**config.mk**
```make
export PLATFORM = sky130hd
export DESIGN_NAME = d_split
export DESIGN_NICKNAME = d
export VERILOG_FILES = /design/src/rtl/d_cache_pkg.sv /design/src/rtl/d_split_lane.sv /design/src/rtl/d_split.sv
export SDC_FILE = /design/constraint.sdc
export NUM_CORES = 1
export LEC_CHECK = 0
export CAP_MARGIN = 20
export CORE_MARGIN = 2
export CORE_UTILIZATION = 24
export DETAILED_ROUTE_END_ITERATION = 16
export PLACE_DENSITY = 0.46
export REMOVE_ABC_BUFFERS = 1
export SETUP_SLACK_MARGIN = 0.5
export SYNTH_ARGS = -nofsm -noshare
export SYNTH_HDL_FRONTEND = slang
export SYNTH_SLANG_ARGS = --single-unit
```
**constraint.sdc**
```tcl
create_clock -name clk -period 2.02 [get_ports clk]
set_input_delay 0.404 -clock clk [delete_from_list [all_inputs] [get_ports clk]]
set_output_delay 0.404 -clock clk [all_outputs]
set_load 0.02 [all_outputs]
```
**src/rtl/d_cache_pkg.sv**
```systemverilog
// Shared dcache definitions: opcodes, access-size encodings and line geometry.
// Used by the request splitter and the return-path merger.
package d_cache_pkg;

  localparam logic [2:0] NOOP  = 3'd0;
  localparam logic [2:0] LD    = 3'd1;
  localparam logic [2:0] ST    = 3'd2;
  localparam logic [2:0] RD    = 3'd3;
  localparam logic [2:0] WR    = 3'd4;
  localparam logic [2:0] INV   = 3'd5;
  localparam logic [2:0] UPD   = 3'd6;
  localparam logic [2:0] WR_LD = 3'd7;

  localparam logic [1:0] SZ_BYTE = 2'd0;
  localparam logic [1:0] SZ_HALF = 2'd1;
  localparam logic [1:0] SZ_RSVD = 2'd2;
  localparam logic [1:0] SZ_WORD = 2'd3;

  localparam int CL_BYTES = 16;
  localparam int OFF_W    = 4;

  typedef enum logic {
    S_IDLE,
    S_ISSUE
  } split_state_e;

  function automatic logic [4:0] size_to_bytes(input logic [1:0] size);
    case (size)
      SZ_BYTE: return 5'd1;
      SZ_HALF: return 5'd2;
      SZ_WORD: return 5'd4;
      default: return 5'd0;
    endcase
  endfunction

endpackage

```
**src/rtl/d_split_lane.sv**
```systemverilog
// One bank's request register: captures a placed request, then holds it
// stable with valid high until the bank handshakes.
module d_split_lane #(
  parameter int CL_SIZE = 128,
  parameter int TAG_W   = 10
) (
  input  logic                 clk,
  input  logic                 rst_n,
  input  logic                 load,
  input  logic                 need,
  input  logic                 ready,
  input  logic [31:0]          addr_in,
  input  logic [CL_SIZE-1:0]   data_in,
  input  logic [CL_SIZE/8-1:0] mask_in,
  input  logic [1:0]           size_in,
  input  logic [2:0]           op_in,
  input  logic [TAG_W-1:0]     tag_in,
  output logic                 valid,
  output logic [31:0]          addr,
  output logic [CL_SIZE-1:0]   data,
  output logic [CL_SIZE/8-1:0] mask,
  output logic [1:0]           size,
  output logic [2:0]           op,
  output logic [TAG_W-1:0]     tag,
  output logic                 busy_next
);

  logic                 valid_q, valid_d;
  logic [31:0]          addr_q, addr_d;
  logic [CL_SIZE-1:0]   data_q, data_d;
  logic [CL_SIZE/8-1:0] mask_q, mask_d;
  logic [1:0]           size_q, size_d;
  logic [2:0]           op_q, op_d;
  logic [TAG_W-1:0]     tag_q, tag_d;

  always_comb begin
    valid_d = valid_q;
    addr_d  = addr_q;
    data_d  = data_q;
    mask_d  = mask_q;
    size_d  = size_q;
    op_d    = op_q;
    tag_d   = tag_q;
    if (load) begin
      valid_d = need;
      addr_d  = addr_in;
      data_d  = data_in;
      mask_d  = mask_in;
      size_d  = size_in;
      op_d    = op_in;
      tag_d   = tag_in;
    end else if (valid_q && ready) begin
      valid_d = 1'b0;
    end
  end

  always_ff @(posedge clk or negedge rst_n) begin
    if (!rst_n) begin
      valid_q <= 1'b0;
      addr_q  <= '0;
      data_q  <= '0;
      mask_q  <= '0;
      size_q  <= '0;
      op_q    <= '0;
      tag_q   <= '0;
    end else begin
      valid_q <= valid_d;
      addr_q  <= addr_d;
      data_q  <= data_d;
      mask_q  <= mask_d;
      size_q  <= size_d;
      op_q    <= op_d;
      tag_q   <= tag_d;
    end
  end

  // Independent of load so the top FSM can use it without a combinational loop.
  assign busy_next = valid_q & ~ready;

  assign valid = valid_q;
  assign addr  = addr_q;
  assign data  = data_q;
  assign mask  = mask_q;
  assign size  = size_q;
  assign op    = op_q;
  assign tag   = tag_q;

endmodule

```
**src/rtl/d_split.sv**
```systemverilog
// LD/ST splitter: places one request across the even/odd dcache banks,
// computes return-path steering and holds until every needed bank accepts.
module d_split
  import d_cache_pkg::*;
#(
  parameter int CL_SIZE      = 128,
  parameter int OOO_TAG_SIZE = 10
) (
  input  logic                    clk,
  input  logic                    rst,
  input  logic                    valid_in,
  output logic                    ready_out,
  input  logic [31:0]             addr_in,
  input  logic [31:0]             data_in,
  input  logic [1:0]              size_in,
  input  logic [2:0]              operation_in,
  input  logic [OOO_TAG_SIZE-1:0] ooo_tag_in,
  output logic                    valid_e,
  output logic                    valid_o,
  input  logic                    ready_e,
  input  logic                    ready_o,
  output logic [31:0]             addr_e,
  output logic [31:0]             addr_o,
  output logic [CL_SIZE-1:0]      data_e,
  output logic [CL_SIZE-1:0]      data_o,
  output logic [CL_SIZE/8-1:0]    mask_e,
  output logic [CL_SIZE/8-1:0]    mask_o,
  output logic [1:0]              size_e,
  output logic [1:0]              size_o,
  output logic [2:0]              operation_e,
  output logic [2:0]              operation_o,
  output logic [OOO_TAG_SIZE-1:0] ooo_tag_e,
  output logic [OOO_TAG_SIZE-1:0] ooo_tag_o,
  output logic                    use_e_as_0,
  output logic                    need_p1,
  output logic                    err_out
);

  localparam int CLB = CL_SIZE / 8;
  localparam int WIN = 2 * CL_SIZE;
  localparam logic [2*CLB-1:0] MASK_ONE = 1;

  split_state_e state_q, state_d;
  logic err_q, err_d, use_e_as_0_q, use_e_as_0_d, need_p1_q, need_p1_d;
  logic load, issue;

  logic [OFF_W-1:0]   off;
  logic [4:0]         nb, span;
  logic               need_p1_w, is_ld, is_st, line0_odd, need_e, need_o;
  logic [WIN-1:0]     placed;
  logic [2*CLB-1:0]   mask_win;
  logic [31:0]        addr_l1, e_addr, o_addr;
  logic [CL_SIZE-1:0] l0_data, l1_data, e_data, o_data;
  logic [CLB-1:0]     e_mask, o_mask;
  logic               busy_e_next, busy_o_next;

  // Place the access in a two-line window; the lower line is the one addr_in hits.
  always_comb begin
    off       = addr_in[OFF_W-1:0];
    nb        = size_to_bytes(size_in);
    span      = {1'b0, off} + nb;
    need_p1_w = span > 5'(CLB);
    is_ld     = (operation_in == LD);
    is_st     = (operation_in == ST);
    line0_odd = addr_in[4];
    addr_l1   = {addr_in[31:4] + 28'd1, 4'b0000};
    placed    = {{(WIN-32){1'b0}}, data_in} << {off, 3'b000};
    mask_win  = ((MASK_ONE << nb) - MASK_ONE) << off;
    l0_data   = is_ld ? '0 : placed[CL_SIZE-1:0];
    l1_data   = is_ld ? '0 : placed[WIN-1:CL_SIZE];
    e_addr    = line0_odd ? addr_l1 : addr_in;
    o_addr    = line0_odd ? addr_in : addr_l1;
    e_data    = line0_odd ? l1_data : l0_data;
    o_data    = line0_odd ? l0_data : l1_data;
    e_mask    = line0_odd ? mask_win[2*CLB-1:CLB] : mask_win[CLB-1:0];
    o_mask    = line0_odd ? mask_win[CLB-1:0] : mask_win[2*CLB-1:CLB];
    need_e    = ~line0_odd | need_p1_w;
    need_o    = line0_odd | need_p1_w;
  end

  always_comb begin
    state_d      = state_q;
    err_d        = 1'b0;
    load         = 1'b0;
    issue        = 1'b0;
    use_e_as_0_d = use_e_as_0_q;
    need_p1_d    = need_p1_q;
    case (state_q)
      S_IDLE: begin
        if (valid_in) begin
          load         = 1'b1;
          use_e_as_0_d = ~addr_in[4];
          need_p1_d    = need_p1_w;
          if (size_in == SZ_RSVD) begin
            err_d = 1'b1;
          end else if (is_ld || is_st) begin
            issue   = 1'b1;
            state_d = S_ISSUE;
          end
        end
      end
      S_ISSUE: begin
        if (!busy_e_next && !busy_o_next) state_d = S_IDLE;
      end
      default: state_d = S_IDLE;
    endcase
  end

  always_ff @(posedge clk or negedge rst) begin
    if (!rst) begin
      state_q      <= S_IDLE;
      err_q        <= 1'b0;
      use_e_as_0_q <= 1'b0;
      need_p1_q    <= 1'b0;
    end else begin
      state_q      <= state_d;
      err_q        <= err_d;
      use_e_as_0_q <= use_e_as_0_d;
      need_p1_q    <= need_p1_d;
    end
  end

  d_split_lane #(.CL_SIZE(CL_SIZE), .TAG_W(OOO_TAG_SIZE)) u_lane_e (
    .clk(clk), .rst_n(rst), .load(load), .need(issue & need_e), .ready(ready_e),
    .addr_in(e_addr), .data_in(e_data), .mask_in(e_mask), .size_in(size_in),
    .op_in(operation_in), .tag_in(ooo_tag_in),
    .valid(valid_e), .addr(addr_e), .data(data_e), .mask(mask_e), .size(size_e),
    .op(operation_e), .tag(ooo_tag_e), .busy_next(busy_e_next)
  );

  d_split_lane #(.CL_SIZE(CL_SIZE), .TAG_W(OOO_TAG_SIZE)) u_lane_o (
    .clk(clk), .rst_n(rst), .load(load), .need(issue & need_o), .ready(ready_o),
    .addr_in(o_addr), .data_in(o_data), .mask_in(o_mask), .size_in(size_in),
    .op_in(operation_in), .tag_in(ooo_tag_in),
    .valid(valid_o), .addr(addr_o), .data(data_o), .mask(mask_o), .size(size_o),
    .op(operation_o), .tag(ooo_tag_o), .busy_next(busy_o_next)
  );

  assign ready_out  = (state_q == S_IDLE);
  assign err_out    = err_q;
  assign use_e_as_0 = use_e_as_0_q;
  assign need_p1    = need_p1_q;

endmodule
```
==> summary.txt <==
Status
  – Status: finished clean

Critical path
  – CP arrival: 2300 ps
  – Critical Path Source Type: flop
  – Critical Path RT: 2560 ps
  – Worst Reg-to-Reg Cells: 4
  – Worst Setup End Kind: flop
  – Max FO, Critical Path: 8
  – FF-to-FF setup slack: around 250 ps
  – CP Class: flop to flop

Yosys
  – Async SR Flop Fraction: 100%
  – Sequential area share after synthesis: a little under three fifths
  – Number of synthesized flops with an enable pin: 0
  – Mapped Area: 16900 um^2
  – Syn_area_per_cell: 10.1 um^2
  – Ys flop type: dfrtp_1
  – Yosys warns: 0
  – Yosys reg bits: 372
  – Mapped Cells: 1668
  – Synth cell types: 80

STA
  – Final min period: 1770 ps
  – Worst-margin pin slew: 703 ps
  – Max-slew violation count: 0
  – Fmax: about 570 MHz
  – Final setup violating endpoints: 0
  – Setup WS post-layout: 253 ps
  – Clk_skew: 20.9 ps
  – RSZ-0062 raised after global routing: true
  – Final hold vios: 0
  – Max-slew headroom at the worst pin: 53.1%
  – Final setup TNS: 0 ps
  – Period utilisation layout: between 80% and 90%

Pwr
  – PD cells: approximately 740 nW/um^2
  – Leakage: 14.0 nW
  – VDD IR max: between 0.0005 and 0.0006 V
  – Overall Power: ~22 mW

Route
  – WL/cell: between 20 and 25 um
  – DRT Wirelength: 80.6 mm
  – DRT Pass-1 Iters: 5
  – DRT iter0 DRCs: 1100
  – Via count: between 15000 and 20000
  – DRT antenna net count: 0
  – Vias per cell: 4.82
  – Post-route DRC: 0

Clocking
  – Max clock buf depth: 3
  – Clk pin slew, worst setup/hold paths: about 60 ps
  – H-tree depth: 2
  – Number of CTS-inserted buffers: 45
  – Clock root buffer: clkbuf_16
  – Clock Latency Late Sink: approximately 600 ps
  – Sink Count: 372
  – CTS tree: done

Placement
  – Input/output buffers: 470
  – Final HPWL DP: about 56 mm
  – RePlAce Congestion: ~0.85
  – Setup WS pre-CTS: -773 ps

Floorplan
  – Die Area: 72400 um^2
  – Die Wd: between 200 and 300 um
  – Core area: between 60000 and 70000 um^2
  – Row cnt: 97
  – I/O pins: roughly 470
  – Starting Density: roughly 24%
  – Die Height: ~270 um

GRT
  – Pin count of the biggest net entering global routing: 80
  – Met2 GRT Util: 31.8%
  – Met3 GRT Util: 4.26%
  – Met1 usage: 26.4%
  – Vias in the first global route: 16100
  – GR peak layer: met2
  – Global route overflow: 0
  – Initial antenna violation count: 4
  – First-pass GRT wire length: 107 mm
  – GRT Util Overall: between 10% and 20%

Layout
  – FILL cells: about 6700
  – Sequential cell area: approximately 9300 um^2
  – Share of cells above drive strength 1: between 40% and 50%
  – Area occupied by multi-input gates: around 7600 um^2
  – Final #Nets: about 2700
  – Area grow syn2layout: 76.5%

Hold path
  – HP Class: input port to flop
  – Hold path depth: 4

Job
  – Total of max-cap violations: 0
==> stage by stage <==
stage	hold slack, ps	std cells	util (%)	cell area, um^2
final	199	3538	42.6	29700
after detailed placement	335	3205	35.1	24500
after floorplan	108	1526	-	16200
after global placement	334	3205	35.1	24500
after CTS	256	3334	37.6	26300
after global routing	220	3536	42.6	29700
==> where the power goes <==
group          total (mW)  switching, mW  leakage [nW]  internal [mW]
sequential           8.36          0.417          4.95           7.94
combinational        5.28           2.82          8.28           2.46
clock                8.52           3.46         0.740           5.06
==> final timing paths <==
kind / from / endpoint
min in group asynchronous: rst / u_lane_e.addr[7]$_DFFE_PN0P_
setup reg to reg: state_q$_DFF_PN0_ / u_lane_e.data[20]$_DFFE_PN0P_
hold / removal: operation_in[0] / u_lane_o.op[0]$_DFFE_PN0P_
max in group asynchronous: rst / u_lane_o.op[0]$_DFFE_PN0P_
setup / recovery: state_q$_DFF_PN0_ / u_lane_e.data[20]$_DFFE_PN0P_
hold reg to reg: u_lane_o.addr[4]$_DFFE_PN0P_ / u_lane_o.addr[4]$_DFFE_PN0P_
==> repair_timing <==
action                     4_1_cts  5_1_grt
setup endpoints to repair      717      739
gates resized for setup       1005     1811
pin swaps                       12       54
gates cloned                     1       19
hold endpoints to repair        26        0
hold buffers                     1        0
buffers inserted                47      180
==> final cells by class <==
cell class                 instances  share of cell area, %
antenna                            5                 0.0421
clock buffer                      61                   4.26
clock inverter                    19                  0.887
inverter                          18                  0.236
multi-input combinational       1138                   25.4
sequential                       372                   31.3
tap                              940                   3.95
timing repair buffer             985                   33.9
==> layout by cell type, fill, tap and decap left out, types with 37 or more instances in the layout <==
cell | netlist | final
o21ai_1 | 16 | 63
clkbuf_16 | 0 | 58
nand2_1 | 344 | 335
nor2_1 | 42 | 37
dfrtp_1 | 372 | 367
o21ai_0 | 215 | 109
buf_6 | 3 | 407
clkdlybuf4s50_1 | 0 | 57
o21ai_2 | 0 | 59
buf_12 | 0 | 40
a22o_1 | 72 | 72
buf_4 | 22 | 424
==> flip-flops by register name (all words and copies together), names as in the netlist <==
name	count
err_out	1
need_p1	1
state_q	1
u_lane_e.addr	31
u_lane_e.data	128
u_lane_e.mask	16
u_lane_e.valid	1
u_lane_o.addr	32
u_lane_o.data	128
u_lane_o.mask	16
u_lane_o.op	3
u_lane_o.size	2
u_lane_o.tag	10
u_lane_o.valid	1
use_e_as_0	1
==> Yosys cell counts, types with 6 or more instances <==
cell type | number | share of area (%)
nor2_1 | 42 | 0.94
o22ai_1 | 12 | 0.45
or4_1 | 14 | 0.62
o221ai_1 | 19 | 0.99
a2bb2oi_1 | 10 | 0.52
nand4_1 | 12 | 0.45
o211ai_1 | 7 | 0.31
a21oi_1 | 17 | 0.50
a22oi_1 | 39 | 1.7
clkbuf_1 | 63 | 1.4
nor3_1 | 7 | 0.21
nand3_1 | 23 | 0.68
a22o_1 | 72 | 3.7
or3_1 | 10 | 0.37
buf_4 | 22 | 0.98
and3_1 | 7 | 0.26
buf_1 | 10 | 0.22
o21ai_1 | 16 | 0.47
ha_1 | 7 | 0.52
a31oi_1 | 25 | 0.93
o2bb2ai_1 | 15 | 0.78
nand2b_1 | 8 | 0.30
dfrtp_1 | 372 | 55
nor2b_1 | 26 | 0.96
xor2_1 | 13 | 0.68
mux2i_1 | 20 | 1.2
o21ai_0 | 215 | 6.4
and4_1 | 6 | 0.31
nor4_1 | 11 | 0.41
a221o_1 | 18 | 1.1
buf_2 | 44 | 1.3
nand2_1 | 344 | 7.7
o31ai_1 | 13 | 0.58
inv_1 | 16 | 0.36
a32oi_1 | 21 | 1.1
mux2_2 | 16 | 1.1
==> metal layers <==
layer  part of all wire (%)  wire (um)  vias to the layer above
met5                  0.014         11                        -
met4                    3.7       3020                        2
met3                    5.6       4540                      135
met2                     47      37900                      464
met1                     44      35200                     8604
li1                       -          -                     7845
==> logic make-up after synthesis <==
family	synth area share (%)
simple gates	15.5
compound gates	20.9
flops	55.2
buf+inv	4.54
mux	2.26
xor+xnor	0.935
fa+ha+maj	0.638
other cells	0.0445
==> critical path, stage by stage, from the launching register on <==
cell	delay [ps]
dfrtp_2	430
or3b_4	470
or3_4	380
nor2_4	240
a221o_1	190
Power figures use the tool's default switching activity.
